===== config.mk =====
export PLATFORM = sky130hd
export DESIGN_NAME = flag_unit_flat
export DESIGN_NICKNAME = d
export VERILOG_FILES = /design/src/rtl/flag_unit_if.sv /design/src/rtl/flag_unit.sv /design/src/flat_wrapper.sv
export SDC_FILE = /design/constraint.sdc
export NUM_CORES = 1
export LEC_CHECK = 0
export CORE_ASPECT_RATIO = 0.7
export CORE_MARGIN = 2
export CORE_UTILIZATION = 32
export DETAILED_ROUTE_END_ITERATION = 8
export MAX_ROUTING_LAYER = met4
export PLACE_DENSITY_LB_ADDON = 0.08
export SYNTH_ARGS = -nofsm -noshare
export SYNTH_HDL_FRONTEND = slang
export SYNTH_SLANG_ARGS = --single-unit
export TNS_END_PERCENT = 1

===== constraint.sdc =====
create_clock -name clk -period 1.6 [get_ports clk]
set_input_delay 0.32 -clock clk [delete_from_list [all_inputs] [get_ports clk]]
set_output_delay 0.32 -clock clk [all_outputs]
set_load 0.02 [all_outputs]

===== src/rtl/flag_unit_if.sv =====
// flag_unit_if: EX-stage flag producer bus between the pipeline (master)
// and the flag unit (slave). Carries the EX instruction and ALU result in,
// and the flag register, branch flags, hazard and overflow count out.
interface flag_unit_if #(
  parameter int DATA_W = 16,
  parameter int CNT_W  = 8
);
  logic              ex_valid;
  logic [3:0]        ex_opcode;
  logic [DATA_W-1:0] alu_result;
  logic              alu_ovfl;
  logic              stall;
  logic              flush;
  logic              ovf_cnt_clr;
  logic [2:0]        flags;
  logic [2:0]        flags_q;
  logic              flag_hazard;
  logic [CNT_W-1:0]  ovf_cnt;

  modport master (
    output ex_valid, ex_opcode, alu_result, alu_ovfl, stall, flush, ovf_cnt_clr,
    input  flags, flags_q, flag_hazard, ovf_cnt
  );

  modport slave (
    input  ex_valid, ex_opcode, alu_result, alu_ovfl, stall, flush, ovf_cnt_clr,
    output flags, flags_q, flag_hazard, ovf_cnt
  );
endinterface


===== src/rtl/flag_unit.sv =====
// flag_unit: derives N/V/Z from committed ALU results, holds the
// architectural flag register [N, V, Z], drives the branch-evaluator flags
// and decode hazard, and counts committed signed overflows (saturating).
// Optional feature macro: FLAG_BYPASS_EN (forward next-flag value onto
// flags while the EX instruction sets flags; hazard tied low).
module flag_unit #(
  parameter int DATA_W = 16,
  parameter int CNT_W  = 8
) (
  input  logic         clk,
  input  logic         rst,
  flag_unit_if.slave   bus
);

  localparam logic [3:0] OP_ADD = 4'b0000;
  localparam logic [3:0] OP_SUB = 4'b0001;
  localparam logic [3:0] OP_XOR = 4'b0010;
  localparam logic [3:0] OP_SLL = 4'b0100;
  localparam logic [3:0] OP_SRA = 4'b0101;
  localparam logic [3:0] OP_ROR = 4'b0110;

  // ADD/SUB rewrite all three flags
  function automatic logic is_full_op(input logic [3:0] op);
    return (op == OP_ADD) || (op == OP_SUB);
  endfunction

  // Logic/shift ops only rewrite Z
  function automatic logic is_zonly_op(input logic [3:0] op);
    return (op == OP_XOR) || (op == OP_SLL) || (op == OP_SRA) || (op == OP_ROR);
  endfunction

  // Increment that sticks at all-ones
  function automatic logic [CNT_W-1:0] sat_inc(input logic [CNT_W-1:0] c);
    return (&c) ? c : c + CNT_W'(1);
  endfunction

  logic [2:0]       nvz_q, nvz_d;
  logic [CNT_W-1:0] cnt_q, cnt_d;
  logic [2:0]       nvz_next;
  logic             full_op, zonly_op, sets, commit;
  logic             res_zero, res_neg;

  // Classify the EX instruction and form the candidate flag value
  always_comb begin
    full_op  = is_full_op(bus.ex_opcode);
    zonly_op = is_zonly_op(bus.ex_opcode);
    sets     = bus.ex_valid && !bus.flush && (full_op || zonly_op);
    commit   = sets && !bus.stall;
    res_zero = (bus.alu_result == '0);
    res_neg  = bus.alu_result[DATA_W-1];
    if (full_op) begin
      nvz_next = {res_neg, bus.alu_ovfl, res_zero};
    end else begin
      nvz_next = {nvz_q[2], nvz_q[1], res_zero};
    end
  end

  // Next state of the flag register and overflow counter
  always_comb begin
    nvz_d = nvz_q;
    cnt_d = cnt_q;
    if (commit) begin
      nvz_d = nvz_next;
    end
    if (bus.ovf_cnt_clr) begin
      cnt_d = '0;
    end else if (commit && full_op && bus.alu_ovfl) begin
      cnt_d = sat_inc(cnt_q);
    end
  end

  // State registers, cleared immediately by reset
  always_ff @(posedge clk or posedge rst) begin
    if (rst) begin
      nvz_q <= 3'b000;
      cnt_q <= '0;
    end else begin
      nvz_q <= nvz_d;
      cnt_q <= cnt_d;
    end
  end

  assign bus.flags_q = nvz_q;
  assign bus.ovf_cnt = cnt_q;

  // Outputs to decode: reset masks any EX instruction so both read idle
`ifdef FLAG_BYPASS_EN
  assign bus.flags       = (sets && !rst) ? nvz_next : nvz_q;
  assign bus.flag_hazard = 1'b0;
`else
  assign bus.flags       = nvz_q;
  assign bus.flag_hazard = sets && !rst;
`endif

endmodule


===== src/flat_wrapper.sv =====
// flat-port wrapper written by rule: the top's interface ports become plain ports
module flag_unit_flat 
#(
  parameter int DATA_W = 16,
  parameter int CNT_W  = 8
)
  (clk, rst, bus_ex_valid, bus_ex_opcode, bus_alu_result, bus_alu_ovfl, bus_stall, bus_flush, bus_ovf_cnt_clr, bus_flags, bus_flags_q, bus_flag_hazard, bus_ovf_cnt);
  flag_unit_if #(.DATA_W(DATA_W), .CNT_W(CNT_W)) bus_i ();
  input  logic clk;
  input  logic rst;
  input wire logic [$bits(bus_i.ex_valid)-1:0] bus_ex_valid;
  input wire logic [$bits(bus_i.ex_opcode)-1:0] bus_ex_opcode;
  input wire logic [$bits(bus_i.alu_result)-1:0] bus_alu_result;
  input wire logic [$bits(bus_i.alu_ovfl)-1:0] bus_alu_ovfl;
  input wire logic [$bits(bus_i.stall)-1:0] bus_stall;
  input wire logic [$bits(bus_i.flush)-1:0] bus_flush;
  input wire logic [$bits(bus_i.ovf_cnt_clr)-1:0] bus_ovf_cnt_clr;
  output wire logic [$bits(bus_i.flags)-1:0] bus_flags;
  output wire logic [$bits(bus_i.flags_q)-1:0] bus_flags_q;
  output wire logic [$bits(bus_i.flag_hazard)-1:0] bus_flag_hazard;
  output wire logic [$bits(bus_i.ovf_cnt)-1:0] bus_ovf_cnt;
  assign bus_i.ex_valid = bus_ex_valid;
  assign bus_i.ex_opcode = bus_ex_opcode;
  assign bus_i.alu_result = bus_alu_result;
  assign bus_i.alu_ovfl = bus_alu_ovfl;
  assign bus_i.stall = bus_stall;
  assign bus_i.flush = bus_flush;
  assign bus_i.ovf_cnt_clr = bus_ovf_cnt_clr;
  assign bus_flags = bus_i.flags;
  assign bus_flags_q = bus_i.flags_q;
  assign bus_flag_hazard = bus_i.flag_hazard;
  assign bus_ovf_cnt = bus_i.ovf_cnt;
  flag_unit #(.DATA_W(DATA_W), .CNT_W(CNT_W)) u_core (.clk(clk), .rst(rst), .bus(bus_i));
endmodule

* Word-level counts from Yosys, hierarchy flattened
Cells that the tools add are included.
** Word-level totals
- Word-level logic and storage cells :: 33
- Flip-flop bits (word level) :: 11
- Input port bits :: 27
- Output and inout bits :: 15
** Operators by class
- Equality and inequality tests :: 6
- Reductions and logical operators :: 20
- Add/subtract/negate cells :: 1
- Multiplexer cells :: 3
** Operators with widths (number)
- $mux 8 :: 3
- $logic_not 16->1 :: 1
- $eq 4x3->1 const B :: 3
- $add 8x1->8 const B :: 1
- $reduce_and 8->1 :: 1
- $logic_and 1x1->1 :: 6
- $logic_or 1x1->1 :: 5
- $eq 4x1->1 const B :: 1
- $eq 4x2->1 const B :: 1
- $logic_not 4->1 :: 1
- $reduce_and 2->1 :: 2
- $logic_not 1->1 :: 3
- $ne 2x2->1 const B :: 1
- $reduce_bool 2->1 :: 1

* Depth between registers and ports, before layout
- Word-level depth :: 11
- Mapped depth :: 5
- Mapped depth without buffers :: 4

* Worst setup path before layout
Ideal clock, no wire load.
- Kind :: register -> register
- Start point :: register u_core.cnt_q[0] (netlist: u_core.bus.ovf_cnt[0])
- End point :: register u_core.cnt_q[4] (netlist: u_core.bus.ovf_cnt[4])
- Stages on the path, launching flop included :: 6
- Arrival time :: 1.631 ns
- Setup time :: 0.078 ns
- Clock period less this slack :: 1.709 ns
- Required time :: 1.522 ns
- Path slack :: -0.109 ns
- Buffers on the path :: 1
- Path through :: dfrtp_1 ha_1 and4_4 buf_6 or4_1 a21oi_1
** On the way
- Longest elaborated chain between the ends :: 4
- Elaborated cells between the ends (all ways) :: 7
- Those cells by class :: add/sub (1); eq/ne (1); mux (3); reduce/logical (2)
** RTL lines
- start: declaration :: line flag_unit.sv:38 : logic [CNT_W-1:0] cnt_q, cnt_d;
- start signal: assignment :: line flag_unit.sv:79 : cnt_q <= cnt_d;
- $add 8x1->8 :: line flag_unit.sv:34 : return (&c) ? c : c + CNT_W'(1);
- $mux 8 :: line flag_unit.sv:34
- $mux 8 :: line flag_unit.sv:67 : end else if (commit && full_op && bus.alu_ovfl) begin
- $mux 8 :: line flag_unit.sv:65 : if (bus.ovf_cnt_clr) begin
Several ways; a longest one is shown, not always the timed one. The select of a mux whose other input is x is not followed.
A chain may end at the register's enable or synchronous reset.

* Worst setup path in the final report
- Start point :: register u_core.cnt_q[5] (netlist: u_core.bus.ovf_cnt[5])
- End point :: register u_core.cnt_q[3] (netlist: u_core.bus.ovf_cnt[3])
** On the way
- Longest elaborated chain between the ends :: 3
** RTL lines (line)
- $reduce_and 8->1 :: flag_unit.sv:34
- $ne 2x2->1 (no source line)
- $reduce_and 2->1 (no source line)
No other way between the ends.

==> impl_metrics.json <==
{
  "synth_most_common_cell": "dfrtp_1",
  "cts-hold-fix-buffers": 0,
  "r2r-start": "u_core.bus.ovf_cnt[5]",
  "first_pass_iters": 4,
  "synth_cells": 71,
  "dieArea_sq_mm": 0.00246,
  "synthDistinctLibCells": 27,
  "status": "complete, no violations",
  "grt_remaining_overflow": 0,
  "r2r_cells": 4,
  "viasPerCell": 5.25,
  "initial_utilization_pct": 34.8,
  "hold_viol_final": 0,
  "grt_start_max_net_pins": 12,
  "drv_cap": 0,
  "synth.largest_area_cell": "dfrtp_1",
  "worstPathMaxFanout": 9,
  "syn_nets": 99,
  "power_uw": 626,
  "cts_buffers": 3,
  "routedWlPerCell_um": 14.4,
  "synth_area_leaders": "dfrtp_1 (42%), nand3_1 (5.3%), a21oi_1 (4.5%)",
  "root_buffer": "clkbuf_4",
  "drv_slew": 0,
  "cp_data_required_time_ns": 1.81,
  "antenna_left": 0,
  "hp-class": "primary input to async pin",
  "core_area_sq_mm": 0.00190,
  "synth_commonest_cells": "dfrtp_1 (11), nand3_1 (7), a21oi_1 (6), nand2_1 (6)",
  "drtIter0Drc": 26,
  "cts.sinks": 11,
  "synth_area_sq_um": 663,
  "critPathLaunchType": "flip-flop",
  "grt_pass1_vias": 776,
  "clock_skew_ns": 0.00490,
  "finalCritPeriodShare_pct": 95.6,
  "synth-edff-count": 0,
  "final_util_pct": 66.2,
  "end_kind": "flip-flop",
  "tightest_slew_ns": 0.455,
  "yosysSeqAreaShare_pct": 41.5,
  "yosysWarnings": 0,
  "slew_headroom_pct": 69.6,
  "irDropWorstVdd_v": 0.000478,
  "vias": 787,
  "die_h_um": 42.1,
  "totalWireLength_um": 2160,
  "clkLatencyLatePin_ns": 0.28,
  "drive_gt1_share_pct": 30.5,
  "dp_hpwl_um": 1680,
  "ys_ff_latch": 11,
  "synth_ff_type": "dfrtp_1",
  "antennaDiodeCount": 0,
  "dp.cells": 143,
  "fin_crit_ns": 1.53,
  "htreeDepth": 1,
  "grt_pass1_wl_um": 3610,
  "reg2reg_to": "u_core.bus.ovf_cnt[3]",
  "timing.hold.ws_ns": 0.362,
  "avgSynthCellArea_sq_um": 9.34,
  "rsz0062_at_grt": "no",
  "powerDensity_mw_per_mm2": 497,
  "clk_pin_slew_worst_paths_ns": 0.07,
  "tns_ns": 0,
  "antenna_found_initial": 0,
  "grt_usage_pct": 20.3,
  "leakage_nw": 0.613,
  "io_buffers": 41,
  "r2r_slack_ns": 0.07,
  "place.gp.congestion": 0.842,
  "cts_buffer_depth": 2,
  "num_rows": 13,
  "arrival_ns": 1.74,
  "async_flop_share_pct": 100,
  "nNetsFinal": 157,
  "pin_count": 42,
  "die_w_um": 58.4,
  "max_freq_mhz": 653,
  "remaining_drc_errors": 0,
  "worst-setup-path-type": "flip-flop to flip-flop",
  "cts_tree": "built",
  "synthToLayoutAreaGrowth_pct": 90.0,
  "synth_top_area_share_pct": 41.5,
  "setup_viol": 0,
  "stdcell_count": 150
}
-- placed cells by master, fill, tap and decap left out, drive strengths merged --
cell type and count:
clkdlybuf4s50 20, buf 19, dlygate4sd2 13, dfrtp 11, nand3 7, nand2 6
a21oi 6, clkbuf 6, nor4 5, o31ai 4, dlymetal6s2s 4, nand4 3
o21ai 3, or4 3, and4 2, nor2 2, or3 2, mux2 2
nor3b 1, o41ai 1, inv 1, nor3 1, and3 1, a31oi 1
a211oi 1, nor2b 1, ha 1, clkdlybuf4s15 1
-- through the flow --
stage                     cell area, sq um  worst slack [ns]
after floorplan                        668           -0.0286
after global placement                1180            -0.529
after detailed placement              1180            -0.562
after CTS                             1230            0.0150
after global routing                  1260           0.00210
final                                 1260            0.0697
-- area by class of cell --
cell class / count / area (sq um)
clock buffer: 4 / 26.3
fill: 168 / 643
sequential: 11 / 278
tap: 22 / 27.5
timing repair buffer: 59 / 524
multi-input combinational: 53 / 400
inverter: 1 / 3.75
-- worst max-delay path by stage --
stage          slack, ns                     to             startpoint
2_1_floorplan      -0.03  u_core.bus.ovf_cnt[3]  u_core.bus.ovf_cnt[2]
3_3_place_gp       -0.53  u_core.bus.ovf_cnt[5]       bus_ex_opcode[1]
3_5_place_dp       -0.56  u_core.bus.ovf_cnt[4]       bus_ex_opcode[1]
4_1_cts             0.02  u_core.bus.ovf_cnt[2]       bus_ex_opcode[1]
5_1_grt            0.002  u_core.bus.ovf_cnt[3]  u_core.bus.ovf_cnt[5]
6_report            0.07  u_core.bus.ovf_cnt[3]  u_core.bus.ovf_cnt[5]
-- where the power goes --
part | internal, mW | total [mW] | switching (mW) | leakage [nW]
clock | 0.0969 | 0.199 | 0.102 | 0.0150
sequential | 0.284 | 0.288 | 0.00431 | 0.149
combinational | 0.0830 | 0.139 | 0.0561 | 0.449
total | 0.464 | 0.626 | 0.162 | 0.613
-- state kept, by name, indices dropped and copies added (netlist names) --
signal / count
u_core.bus.ovf_cnt: 8
u_core.bus.flags: 3
-- timing repair --
action | 4_1_cts | 5_1_grt
pin swaps | 5 | 1
setup buffers | 3 | 0
setup endpoints to repair | 19 | 9
resized for setup | 25 | 14
-- layer usage --
metal / vias to the layer above / GRT usage, % / wire [um]
met5: - / - / 0
met4: 0 / 5.58 / 17
met3: 3 / 6.48 / 138
met2: 26 / 31.2 / 1060
met1: 368 / 25.4 / 949
li1: 390 / - / -
-- critical path, cell delays in order (launching register included) --
cell and delay (ns):
dfrtp_1 0.41, and4_4 0.21, and4_4 0.22, or4_1 0.48, a21oi_2 0.12
-- logic make-up after synthesis --
group,Yosys count,synth area share [%]
and+or+nand+nor,34,31.5
buffers and inverters,7,6.98
muxes,2,3.40
DFF,11,41.5
adders and majority gates,1,1.89
AOI/OAI and AO/OA,16,14.7
Note: power is estimated with default switching activity, not from simulation.
